==> src/rtl/usb_trans_sched.sv <==
// Master-side USB 2.0 transaction scheduler: sequences token, data and handshake
// phases through the link controller, with retry, data-toggle tracking and completion status.
//
// state | meaning
// IDLE  | waiting for a request; toggle_clr honoured here
// TOK   | token PID pulse (OUT or IN)
// TOK_W | wait for token transmit EOP
// DAT   | DATA0/DATA1 PID pulse (OUT)
// DAT_W | wait for data transmit EOP
// HS_W  | wait for device handshake or timeout (OUT)
// RXD_W | wait for device data PID or timeout (IN)
// RXD_E | wait for end of received data packet
// ACK   | ACK PID pulse (IN)
// ACK_W | wait for ACK transmit EOP
// GAP   | idle gap before re-issuing the token
// DONE  | one-cycle completion pulse
module usb_trans_sched #(
    parameter int MAX_RETRY = 3,
    parameter int RETRY_GAP = 16,
    localparam int RW = (MAX_RETRY < 1) ? 1 : $clog2(MAX_RETRY + 1)
) (
    input  logic          clk,
    input  logic          rst_n,
    input  logic          ms,
    input  logic          req_valid,
    input  logic          req_dir,
    output logic          req_ready,
    input  logic          toggle_clr,
    output logic [3:0]    tx_con_pid,
    output logic          tx_con_pid_en,
    input  logic          tx_lp_eop_en,
    input  logic [3:0]    rx_pid,
    input  logic          rx_pid_en,
    input  logic          rx_eop_en,
    input  logic          time_out,
    output logic          done_valid,
    output logic [1:0]    done_status,
    output logic [RW-1:0] retry_cnt,
    output logic          toggle
);

    localparam int GW = (RETRY_GAP < 2) ? 1 : $clog2(RETRY_GAP);

    localparam logic [3:0] S_IDLE  = 4'd0;
    localparam logic [3:0] S_TOK   = 4'd1;
    localparam logic [3:0] S_TOK_W = 4'd2;
    localparam logic [3:0] S_DAT   = 4'd3;
    localparam logic [3:0] S_DAT_W = 4'd4;
    localparam logic [3:0] S_HS_W  = 4'd5;
    localparam logic [3:0] S_RXD_W = 4'd6;
    localparam logic [3:0] S_RXD_E = 4'd7;
    localparam logic [3:0] S_ACK   = 4'd8;
    localparam logic [3:0] S_ACK_W = 4'd9;
    localparam logic [3:0] S_GAP   = 4'd10;
    localparam logic [3:0] S_DONE  = 4'd11;

    localparam logic [3:0] PID_OUT   = 4'b0001;
    localparam logic [3:0] PID_IN    = 4'b1001;
    localparam logic [3:0] PID_DATA0 = 4'b0011;
    localparam logic [3:0] PID_DATA1 = 4'b1011;
    localparam logic [3:0] PID_ACK   = 4'b0010;
    localparam logic [3:0] PID_STALL = 4'b1110;

    localparam logic [1:0] ST_OK    = 2'b00;
    localparam logic [1:0] ST_STALL = 2'b01;
    localparam logic [1:0] ST_FAIL  = 2'b10;
    localparam logic [1:0] ST_ABORT = 2'b11;

    logic [3:0]    state, state_nxt;
    logic [GW-1:0] gap_cnt;
    logic          dir_q;
    logic          match_q, match_nxt, match_ld;
    logic          rdy_en;
    logic          pid_ld;
    logic [3:0]    pid_nxt;
    logic          retry_req, retry_go;
    logic          fin;
    logic [1:0]    fin_status;
    logic          flip;
    logic          accept;

    // rdy_en keeps req_ready low during and the cycle right after reset
    assign req_ready     = (state == S_IDLE) && ms && rdy_en;
    assign accept        = req_valid && req_ready;
    assign tx_con_pid_en = (state == S_TOK) || (state == S_DAT) || (state == S_ACK);
    assign done_valid    = (state == S_DONE);

    always_comb begin
        state_nxt  = state;
        pid_ld     = 1'b0;
        pid_nxt    = tx_con_pid;
        retry_req  = 1'b0;
        retry_go   = 1'b0;
        fin        = 1'b0;
        fin_status = ST_OK;
        flip       = 1'b0;
        match_ld   = 1'b0;
        match_nxt  = match_q;
        if (!ms && (state != S_IDLE) && (state != S_DONE)) begin
            fin        = 1'b1;
            fin_status = ST_ABORT;
        end else begin
            case (state)
                S_IDLE: begin
                    if (accept) begin
                        state_nxt = S_TOK;
                        pid_ld    = 1'b1;
                        pid_nxt   = req_dir ? PID_IN : PID_OUT;
                    end
                end
                S_TOK: state_nxt = S_TOK_W;
                S_TOK_W: begin
                    if (tx_lp_eop_en) begin
                        if (dir_q) begin
                            state_nxt = S_RXD_W;
                        end else begin
                            state_nxt = S_DAT;
                            pid_ld    = 1'b1;
                            pid_nxt   = toggle ? PID_DATA1 : PID_DATA0;
                        end
                    end
                end
                S_DAT: state_nxt = S_DAT_W;
                S_DAT_W: begin
                    if (tx_lp_eop_en) state_nxt = S_HS_W;
                end
                S_HS_W: begin
                    if (rx_pid_en) begin
                        if (rx_pid == PID_ACK) begin
                            flip = 1'b1;
                            fin  = 1'b1;
                        end else if (rx_pid == PID_STALL) begin
                            fin        = 1'b1;
                            fin_status = ST_STALL;
                        end else begin
                            retry_req = 1'b1;
                        end
                    end else if (time_out) begin
                        retry_req = 1'b1;
                    end
                end
                S_RXD_W: begin
                    if (rx_pid_en) begin
                        if (rx_pid[2:0] == 3'b011) begin
                            state_nxt = S_RXD_E;
                            match_ld  = 1'b1;
                            match_nxt = (rx_pid[3] == toggle);
                        end else if (rx_pid == PID_STALL) begin
                            fin        = 1'b1;
                            fin_status = ST_STALL;
                        end else begin
                            retry_req = 1'b1;
                        end
                    end else if (time_out) begin
                        retry_req = 1'b1;
                    end
                end
                S_RXD_E: begin
                    if (rx_eop_en) begin
                        state_nxt = S_ACK;
                        pid_ld    = 1'b1;
                        pid_nxt   = PID_ACK;
                    end else if (time_out) begin
                        retry_req = 1'b1;
                    end
                end
                S_ACK: state_nxt = S_ACK_W;
                S_ACK_W: begin
                    if (tx_lp_eop_en) begin
                        // a wrong-toggle packet is still ACKed, then re-requested
                        if (match_q) begin
                            flip = 1'b1;
                            fin  = 1'b1;
                        end else begin
                            retry_req = 1'b1;
                        end
                    end
                end
                S_GAP: begin
                    if (gap_cnt == '0) begin
                        state_nxt = S_TOK;
                        pid_ld    = 1'b1;
                        pid_nxt   = dir_q ? PID_IN : PID_OUT;
                    end
                end
                S_DONE:  state_nxt = S_IDLE;
                default: state_nxt = S_IDLE;
            endcase
            if (retry_req) begin
                if (retry_cnt == RW'(MAX_RETRY)) begin
                    fin        = 1'b1;
                    fin_status = ST_FAIL;
                end else begin
                    retry_go  = 1'b1;
                    state_nxt = S_GAP;
                end
            end
        end
        if (fin) state_nxt = S_DONE;
    end

    always_ff @(posedge clk or negedge rst_n) begin
        if (!rst_n) begin
            state       <= S_IDLE;
            gap_cnt     <= '0;
            dir_q       <= 1'b0;
            match_q     <= 1'b0;
            rdy_en      <= 1'b0;
            tx_con_pid  <= 4'b0000;
            done_status <= 2'b00;
            retry_cnt   <= '0;
            toggle      <= 1'b0;
        end else begin
            state  <= state_nxt;
            rdy_en <= 1'b1;
            if (pid_ld) tx_con_pid <= pid_nxt;
            if (fin) done_status <= fin_status;
            if (match_ld) match_q <= match_nxt;
            if (accept) begin
                dir_q     <= req_dir;
                retry_cnt <= '0;
            end else if (retry_go) begin
                retry_cnt <= retry_cnt + RW'(1);
            end
            if ((state == S_IDLE) && toggle_clr) toggle <= 1'b0;
            else if (flip) toggle <= ~toggle;
            if (retry_go) gap_cnt <= GW'(RETRY_GAP - 1);
            else if ((state == S_GAP) && (gap_cnt != '0)) gap_cnt <= gap_cnt - GW'(1);
        end
    end

endmodule

==> config.mk <==
export PLATFORM = sky130hd
export DESIGN_NAME = usb_trans_sched
export DESIGN_NICKNAME = d
export VERILOG_FILES = /design/src/rtl/usb_trans_sched.sv
export SDC_FILE = /design/constraint.sdc
export NUM_CORES = 1
export LEC_CHECK = 0
export ABC_AREA = 1
export BUFFER_PORTS_ARGS = -buffer_cell sky130_fd_sc_hd__buf_2
export CAP_MARGIN = 10
export CORE_MARGIN = 5
export CORE_UTILIZATION = 40
export DETAILED_ROUTE_END_ITERATION = 16
export HOLD_SLACK_MARGIN = 0.05
export PLACE_DENSITY = 0.62
export SYNTH_ARGS = -nofsm -noshare
export SYNTH_HDL_FRONTEND = slang
export SYNTH_SLANG_ARGS = --single-unit
==> constraint.sdc <==
create_clock -name clk -period 4.4 [get_ports clk]
set_input_delay 0.88 -clock clk [delete_from_list [all_inputs] [get_ports clk]]
set_output_delay 0.88 -clock clk [all_outputs]
set_load 0.05 [all_outputs]
Word level (Yosys, flattened, before mapping)
Index checks and enable logic that the tools add are counted.
{"block": "op_classes", "n_addsub": 2, "eq_ne": 23, "n_mux": 77, "bitwise_logic": 2, "n_reduce_logical": 21}
{"op": "two-way mux 4 bit", "count": 21}
{"op": "two-way mux 1 bit", "count": 41}
{"op": "one-hot mux 4 bit (10 select lines)", "count": 1}
{"op": "== test 4 bit, second input constant", "count": 5}
{"op": "== test 4 x 3 -> 1 bit, second input constant", "count": 4}
{"op": "one-hot mux 4 bit (4 select lines)", "count": 1}
{"op": "two-way mux 2 bit", "count": 7}
{"op": "== test 4 x 2 -> 1 bit, second input constant", "count": 3}
{"op": "!= test 2 bit, second input constant", "count": 6}
{"op": "nonzero test 4 bit", "count": 3}
{"op": "logical NOT 4 bit", "count": 2}
{"op": "one-hot mux 1 bit (4 select lines)", "count": 2}
{"op": "AND reduction 8 bit", "count": 1}
{"op": "logical AND 1 bit", "count": 7}
{"op": "nonzero test 2 bit", "count": 3}
{"op": "AND reduction 5 bit", "count": 1}
{"op": "== test 4 x 1 -> 1 bit, second input constant", "count": 1}
{"op": "!= test 4 bit, second input constant", "count": 1}
{"op": "one-hot mux 2 bit (2 select lines)", "count": 1}
{"op": "subtractor 4 x 1 -> 4 bit, second input constant", "count": 1}
{"op": "== test 3 x 2 -> 1 bit, second input constant", "count": 1}
{"op": "two-way mux 3 bit", "count": 1}
{"op": "one-hot mux 1 bit (3 select lines)", "count": 1}
{"op": "adder 2 x 1 -> 2 bit, second input constant", "count": 1}
{"op": "7 further kinds", "count": 9}
{"block": "word_totals", "register_bits": 20, "output_inout_bits": 12, "elab_cells": 134}

Longest topological paths before layout
Gate-level depths: netlist of the first run.
{"block": "depth", "ltp_word": 10, "ltp_mapped": 11, "ltp_nobuf": 11}

Least setup slack after synthesis of the first run
Ideal clock, no wire load.
{"block": "synth_timing", "path_kind": "register to output", "from": "register state[3]", "to": "output port tx_con_pid_en", "arrival_time_ns": 1.426, "slack_ns": 2.094, "path_stages_with_launch": 4, "path_cell_list": "dfrtp_1 > nor2_2 > inv_1 > o22ai_1"}
{"block": "synth_via", "elab_chain_len": 3, "elab_cells_between_ends": 5, "classes_between": "eq/ne (3); reduce/logical (2)"}
{"item": "from (decl)", "line": "69", "source": "logic [3:0] state, state_nxt;"}
{"item": "from (signal assigned)", "line": "214", "source": "state <= state_nxt;"}
{"item": "== test 4 x 1 -> 1 bit / == test 4 x 2 -> 1 bit (equally long branches)", "line": "85", "source": "assign tx_con_pid_en = (state == S_TOK) || (state == S_DAT) || (state == S_ACK);"}
{"item": "logical OR 1 bit", "line": "85"}
{"item": "logical OR 1 bit (*)", "line": "85"}
{"item": "to (decl)", "line": "30", "source": "output logic tx_con_pid_en,"}
Mark *: on every way between the ends. The rest lies on a longest branch, timed or not.

Worst setup path in the final report of the first run
{"block": "layout_timing", "from": "register state[3]", "to": "output port req_ready"}
{"block": "layout_via", "elab_chain_len": 3}
{"item": "logical NOT 4 bit", "line": "83", "source": "assign req_ready = (state == S_IDLE) && ms && rdy_en;"}
{"item": "logical AND 1 bit (2 in a row)", "line": "83"}
{"item": "to (decl)", "line": "27", "source": "output logic req_ready,"}
No other way between the ends.

==> summary.md, run 1 <==
| Metric | Value |
|---|---|
| Status | `completed` |
| Highest clock rate | `397 MHz` |
| Storage cell area | `around 480 um2` |
| Top cells by count, synth | `45 x nand2_1, 21 x nor2_1, 19 x dfrtp_1, 18 x inv_1, 12 x nand3_1` |
| Cell with the most instances after synthesis | `nand2_1` |
| Routed via count | `between 1000 and 1500` |
| Drt first pass iters | `4` |
| Pleak | `approximately 0.76 nW` |
| I/O pins | `26` |
| Gr ovfl total | `0` |
| # diodes | `0` |
| Max clock buf depth | `2` |
| PD cells | `665 nW/um2` |
| Dpl cells | `approximately 250` |
| PortBufs | `24` |
| CP required | `3520 ps` |
| Total power | `0.991 mW` |
| Setup Buffers After CTS | `0` |
| Layout cells sized above 1 | `27.1%` |
| Setup TNS Final | `0 ps` |
| Mean routed wirelength per cell | `12.3 um` |
| CTS root buf | `clkbuf_4` |
| R2r setup slk | `between 2000 and 3000 ps` |
| Multi-input gate area | `709 um2` |
| Netlist cell types | `29` |
| Vias in the first global route | `1197` |
| CTS Hold Buffers Added | `0` |
| Combinational share of power | `60.3%` |
| Synth area leaders | `dfrtp_1 37%, nand2_1 13%, nor2_1 6.1%` |
| Nets | `224` |
| Clock skew | `8.43 ps` |
| Syn avg cell area | `roughly 7.2 um2` |
| Die W | `67.0 um` |
| Worst Path Max Fanout | `5` |
| Hold Slack | `497 ps` |
| Clk network pwr share | `9.3%` |
| GRT Util Overall | `15.5%` |
| First-pass GRT wire length | `5220 um` |
| Hold Path Class | `primary input to asynchronous set/reset pin` |
| RSZ-0062 raised after global routing | `false` |
| CP Class | `flip-flop to primary output` |
| Final antenna-violating net count | `0` |
| Floorplan Core Area | `3080 um2` |
| Initial antenna violation count | `0` |
| Psw | `0.545 mW` |
| Iter 0 DRT Violations | `49` |
| Async SR Flop Fraction | `100%` |
| Predominant post-synthesis flop cell | `dfrtp_1` |
| Tcrit/Tclk final | `57.2%` |
| Final setup viols | `0` |
| Clock latency on the worst-skew pair | `approximately 300 ps` |
| Number of remaining DRC errors | `0` |
| Cell Rows | `20` |
| Die ar. | `4480 um2` |
| H-tree depth | `1` |
| Sequential Power Share | `30.4%` |
| # Max-Cap Violations | `0` |
| Post-Syn Instances | `180` |
| Startpoint Class | `flip-flop` |
| Drt total wl | `3080 um` |
| # resized after CTS | `0` |
| Post-Syn Area | `1300 um2` |
| Final Critical Period | `2520 ps` |
| Yosys top cell by area | `dfrtp_1` |
| Die height | `67.0 um` |
| Worst VDD drop | `between 300 and 400 uV` |
| Fin util | `48.5%` |
| Worst Setup End Kind | `primary output` |
| Post-synthesis sequential area ratio | `36.6%` |
| Number of CTS-inserted buffers | `3` |
| Share of the synthesized area in the top cell type | `36.6%` |
| RD Place Congestion | `0.866` |
| Ys Warns | `0` |
| Pins Over Slew Limit | `0` |
| #FFs+latches synth | `19` |
| Int Power | `0.446 mW` |
| Final HPWL DP | `2490 um` |
| Post-synth EDFFs | `0` |
| Number of vias per cell | `4.84` |
| Fin cells | `251` |
| Sw Share | `55.0%` |
| Clock Sinks | `19` |
| CTS tree | `yes` |
| WP data arrival | `1640 ps` |
| Syn nets | `196` |
| Initial Utilization | `42.2%` |
| Final Hold Fails | `0` |
| Pin count of the biggest net entering global routing | `20` |
| Fillers | `326` |
| Area Growth Syn to Fin | `14.9%` |
| Clk slew on worst S/H paths | `about 120 ps` |
## cells in the final DEF (no fill, tap or decap), types with 2 or more instances in the layout
cell,instances
nand2_1,45
buf_2,24
nor2_1,21
dfrtp_1,19
inv_1,18
nand3_1,12
inv_2,10
a21oi_1,8
nand4_1,6
nand2_2,5
o21ai_0,5
o21ai_1,4
nor2_2,3
nor2_4,3
clkbuf_4,3
nor3_2,2
nand3_4,2
xor2_1,2
ha_1,2
conb_1,2
## power by group through the flow
stage / registers [mW] / logic (mW) / clock network [mW]
final: 0.302 / 0.598 / 0.0923
after global routing: 0.313 / 0.665 / 0.106
after CTS: 0.301 / 0.604 / 0.0982
after detailed placement: 0.305 / 0.601 / 0
after global placement: 0.303 / 0.592 / 0
after floorplan: 0.388 / 0.383 / 0
## cell type report
| type | instances | area share, % |
|---|---|---|
| inverter | 28 | 7.05 |
| tap | 44 | 3.69 |
| timing repair buffer | 24 | 8.05 |
| multi-input combinational | 132 | 47.6 |
| clock buffer | 4 | 1.76 |
| sequential | 19 | 31.9 |
## metrics by stage
step           setup WS, ps  instance area, um2
6_report               1880                1490
4_1_cts                1860                1490
3_5_place_dp           2070                1470
5_1_grt                1750                1490
3_3_place_gp           2090                1470
2_1_floorplan          2090                1300
## critical path: stages (launching register included)
cell and delay (ps):
dfrtp_1 440, nor2_2 230, inv_1 100, nor2_2 160
inv_2 60, nor2_4 90, buf_2 270
## final timing paths
kind | start | end | cells past startpoint
min reg2reg | tx_con_pid[0] | tx_con_pid[0] | 2
max reg2reg | state[3] | tx_con_pid[1] | 10
max | state[3] | req_ready | 6
min | rst_n | tx_con_pid[1] | 1
max in group asynchronous | rst_n | state[3] | 1
min in group clk | tx_con_pid[0] | tx_con_pid[0] | 2
## cells by family (layout without fill, tap and decap cells)
logic type	after synthesis	count (layout)	synth area share (%)
XOR/XNOR	3	3	2.03
flip-flops	19	19	36.6
other	2	2	0.579
AO/OA/AOI/OAI	21	21	9.74
AND/OR/NAND/NOR	104	104	40.4
adder cells (fa/ha/maj)	2	2	1.93
buffers and inverters	29	56	8.68
## registers in the layout, indices dropped and copies added, names as in the netlist
signal / flops
rdy_en: 1
retry_cnt: 2
gap_cnt: 4
match_q: 1
dir_q: 1
done_status: 2
state: 4
tx_con_pid: 3
toggle: 1
## per-layer routing
metal	global-route usage, %	part of all wire, %
met2	26.6	47
met3	2.87	4.2
met4	4.56	0.71
met1	19.7	48
met5	0	0
(Power assumes the default switching activity.)
==> inputs of run 2 (changes only) <==
==> constraint.sdc (replaced) <==
create_clock -name clk -period 2.5 [get_ports clk]
set_input_delay 0.5 -clock clk [delete_from_list [all_inputs] [get_ports clk]]
set_output_delay 0.5 -clock clk [all_outputs]
set_load 0.05 [all_outputs]
==> summary.md, run 2 (synthesis results as in run 1) <==
| Metric | Value |
|---|---|
| Initial antenna violation count | `0` |
| Number of vias per cell | `between 4 and 5` |
| # Max-Cap Violations | `0` |
| Die ar. | `4480 um2` |
| Final antenna-violating net count | `0` |
| Vias in the first global route | `1212` |
| Number of remaining DRC errors | `0` |
| Cell Rows | `20` |
| Number of CTS-inserted buffers | `3` |
| Gr ovfl total | `0` |
| I/O pins | `26` |
| Slowest stage cell, crit path | `dfrtp_1` |
| Worst Setup End Kind | `primary output` |
| CP Class | `flip-flop to primary output` |
| PD cells | `1170 nW/um2` |
| Total power | `1.74 mW` |
| Final Hold Fails | `0` |
| Final HPWL DP | `~2500 um` |
| DP Worst Slack | `712 ps` |
| Drt first pass iters | `4` |
| Fillers | `around 330` |
| CP peak stage delay | `around 440 ps` |
| Final Critical Period | `around 2100 ps` |
| Clk slew on worst S/H paths | `110 ps` |
| Mean routed wirelength per cell | `12.5 um` |
| Iter 0 DRT Violations | `30` |
| # resized after CTS | `0` |
| Clock latency on the worst-skew pair | `300 ps` |
| Critical path's top delay family | `simple AND/OR/NAND/NOR gates` |
| Sequential Power Share | `30.6%` |
| Sw Share | `55.0%` |
| Buf/Inv on CP | `3` |
| Startpoint Class | `flip-flop` |
| Cell area after layout | `1490 um2` |
| CP most frequent cell | `nor2_2` |
| PortBufs | `24` |
| Int Power | `0.785 mW` |
| Area Growth Syn to Fin | `14.9%` |
| Clk network pwr share | `9.1%` |
| Combinational share of power | `60.3%` |
| Pleak | `approximately 0.76 nW` |
| Clock skew | `3.19 ps` |
| Highest clock rate | `~470 MHz` |
| Pin count of the biggest net entering global routing | `20` |
| Pins Over Slew Limit | `0` |
| Die W | `67.0 um` |
| RSZ-0062 raised after global routing | `false` |
| CTS root buf | `clkbuf_4` |
| Initial Utilization | `between 40% and 50%` |
| Worst VDD drop | `742 uV` |
| Cell breakdown of the critical path | `nor2_2 > inv_1 > nor2_2 > inv_2 > nor2_4 > buf_2` |
| CP required | `2000 ps` |
| # diodes | `0` |
| Tcrit/Tclk final | `85.3%` |
| First-pass GRT wire length | `between 5000 and 6000 um` |
| Setup Buffers After CTS | `0` |
| Final setup viols | `0` |
| Clock Sinks | `19` |
| GRT Util Overall | `15.6%` |
| Setup WS post-layout | `about 370 ps` |
| Setup TNS Final | `0 ps` |
| Nets | `224` |
| Layout cells sized above 1 | `between 20 and 30%` |
| Status | `completed` |
| CTS Hold Buffers Added | `0` |
| Max clock buf depth | `2` |
| RD Place Congestion | `slightly below 0.9` |
| CTS tree | `yes` |
| H-tree depth | `1` |
| Worst Path Max Fanout | `5` |
| Most common cell after layout, fill and taps aside | `nand2_1` |
| Area after DPL | `1470 um2` |
| Psw | `0.960 mW` |
| Drt total wl | `3130 um` |
| Die height | `67.0 um` |
| Most frequent cells in the layout | `45 x nand2_1, 24 x buf_2, 21 x nor2_1, 19 x dfrtp_1, 18 x inv_1` |
| Top Registers | `gap_cnt: 4 flops, state: 4 flops, tx_con_pid: 3 flops` |
| WP data arrival | `1630 ps` |
| Fin util | `48.5%` |
| Floorplan Core Area | `approximately 3100 um2` |
| Hold Path Class | `primary input to asynchronous set/reset pin` |
| Routed via count | `1205` |
[run 2: worst register-to-register path: stages, from the launching register on]
cell	delay, ps
dfrtp_1	440
nor2_2	220
inv_1	90
nor2_2	170
inv_2	60
nor2_4	90
nand2_2	110
nand3_1	110
nand2_2	100
nand2_1	70
o21ai_1	60
[run 2: final cells by class]
cell class	instances	area [um2]	area share, %
flip-flops and latches	19	475	31.9
repair buffers	24	120	8.05
multi-input cells	132	709	47.6
well taps	44	55.1	3.69
inverters	28	105	7.05
clock buffers	4	26.3	1.76
[run 2: final timing paths]
kind | startpoint | end | slack [ps] | cells after the start
setup / recovery | state[3] | req_ready | 370 | 6
min in group clk | toggle_clr | toggle | 360 | 2
setup reg to reg | state[3] | tx_con_pid[0] | 880 | 10
hold / removal | rst_n | tx_con_pid[1] | 130 | 1
hold reg to reg | tx_con_pid[3] | tx_con_pid[3] | 500 | 2
max in group asynchronous | rst_n | retry_cnt[1] | 2050 | 1
[run 2: through the flow]
step	std cells	hold slack (ps)
floorplan	180	204
global placement	247	465
detailed placement	247	474
CTS	251	135
global route	251	153
finish	251	132
[run 2: routing by layer]
metal  vias up  GRT usage (%)  routed length (um)
met5         -              0                   0
met4         0           3.80                  24
met3         4           2.87                 116
met2        20           25.4                1470
met1       554           21.1                1520
li1        627              -                   -
[run 2: power by group through the flow]
stage | clock [mW] | sequential (mW) | combinational [mW]
floorplan | 0 | 0.682 | 0.674
CTS | 0.170 | 0.532 | 1.06
global placement | 0 | 0.535 | 1.05
global route | 0.181 | 0.553 | 1.16
finish | 0.160 | 0.534 | 1.05
detailed placement | 0 | 0.540 | 1.06
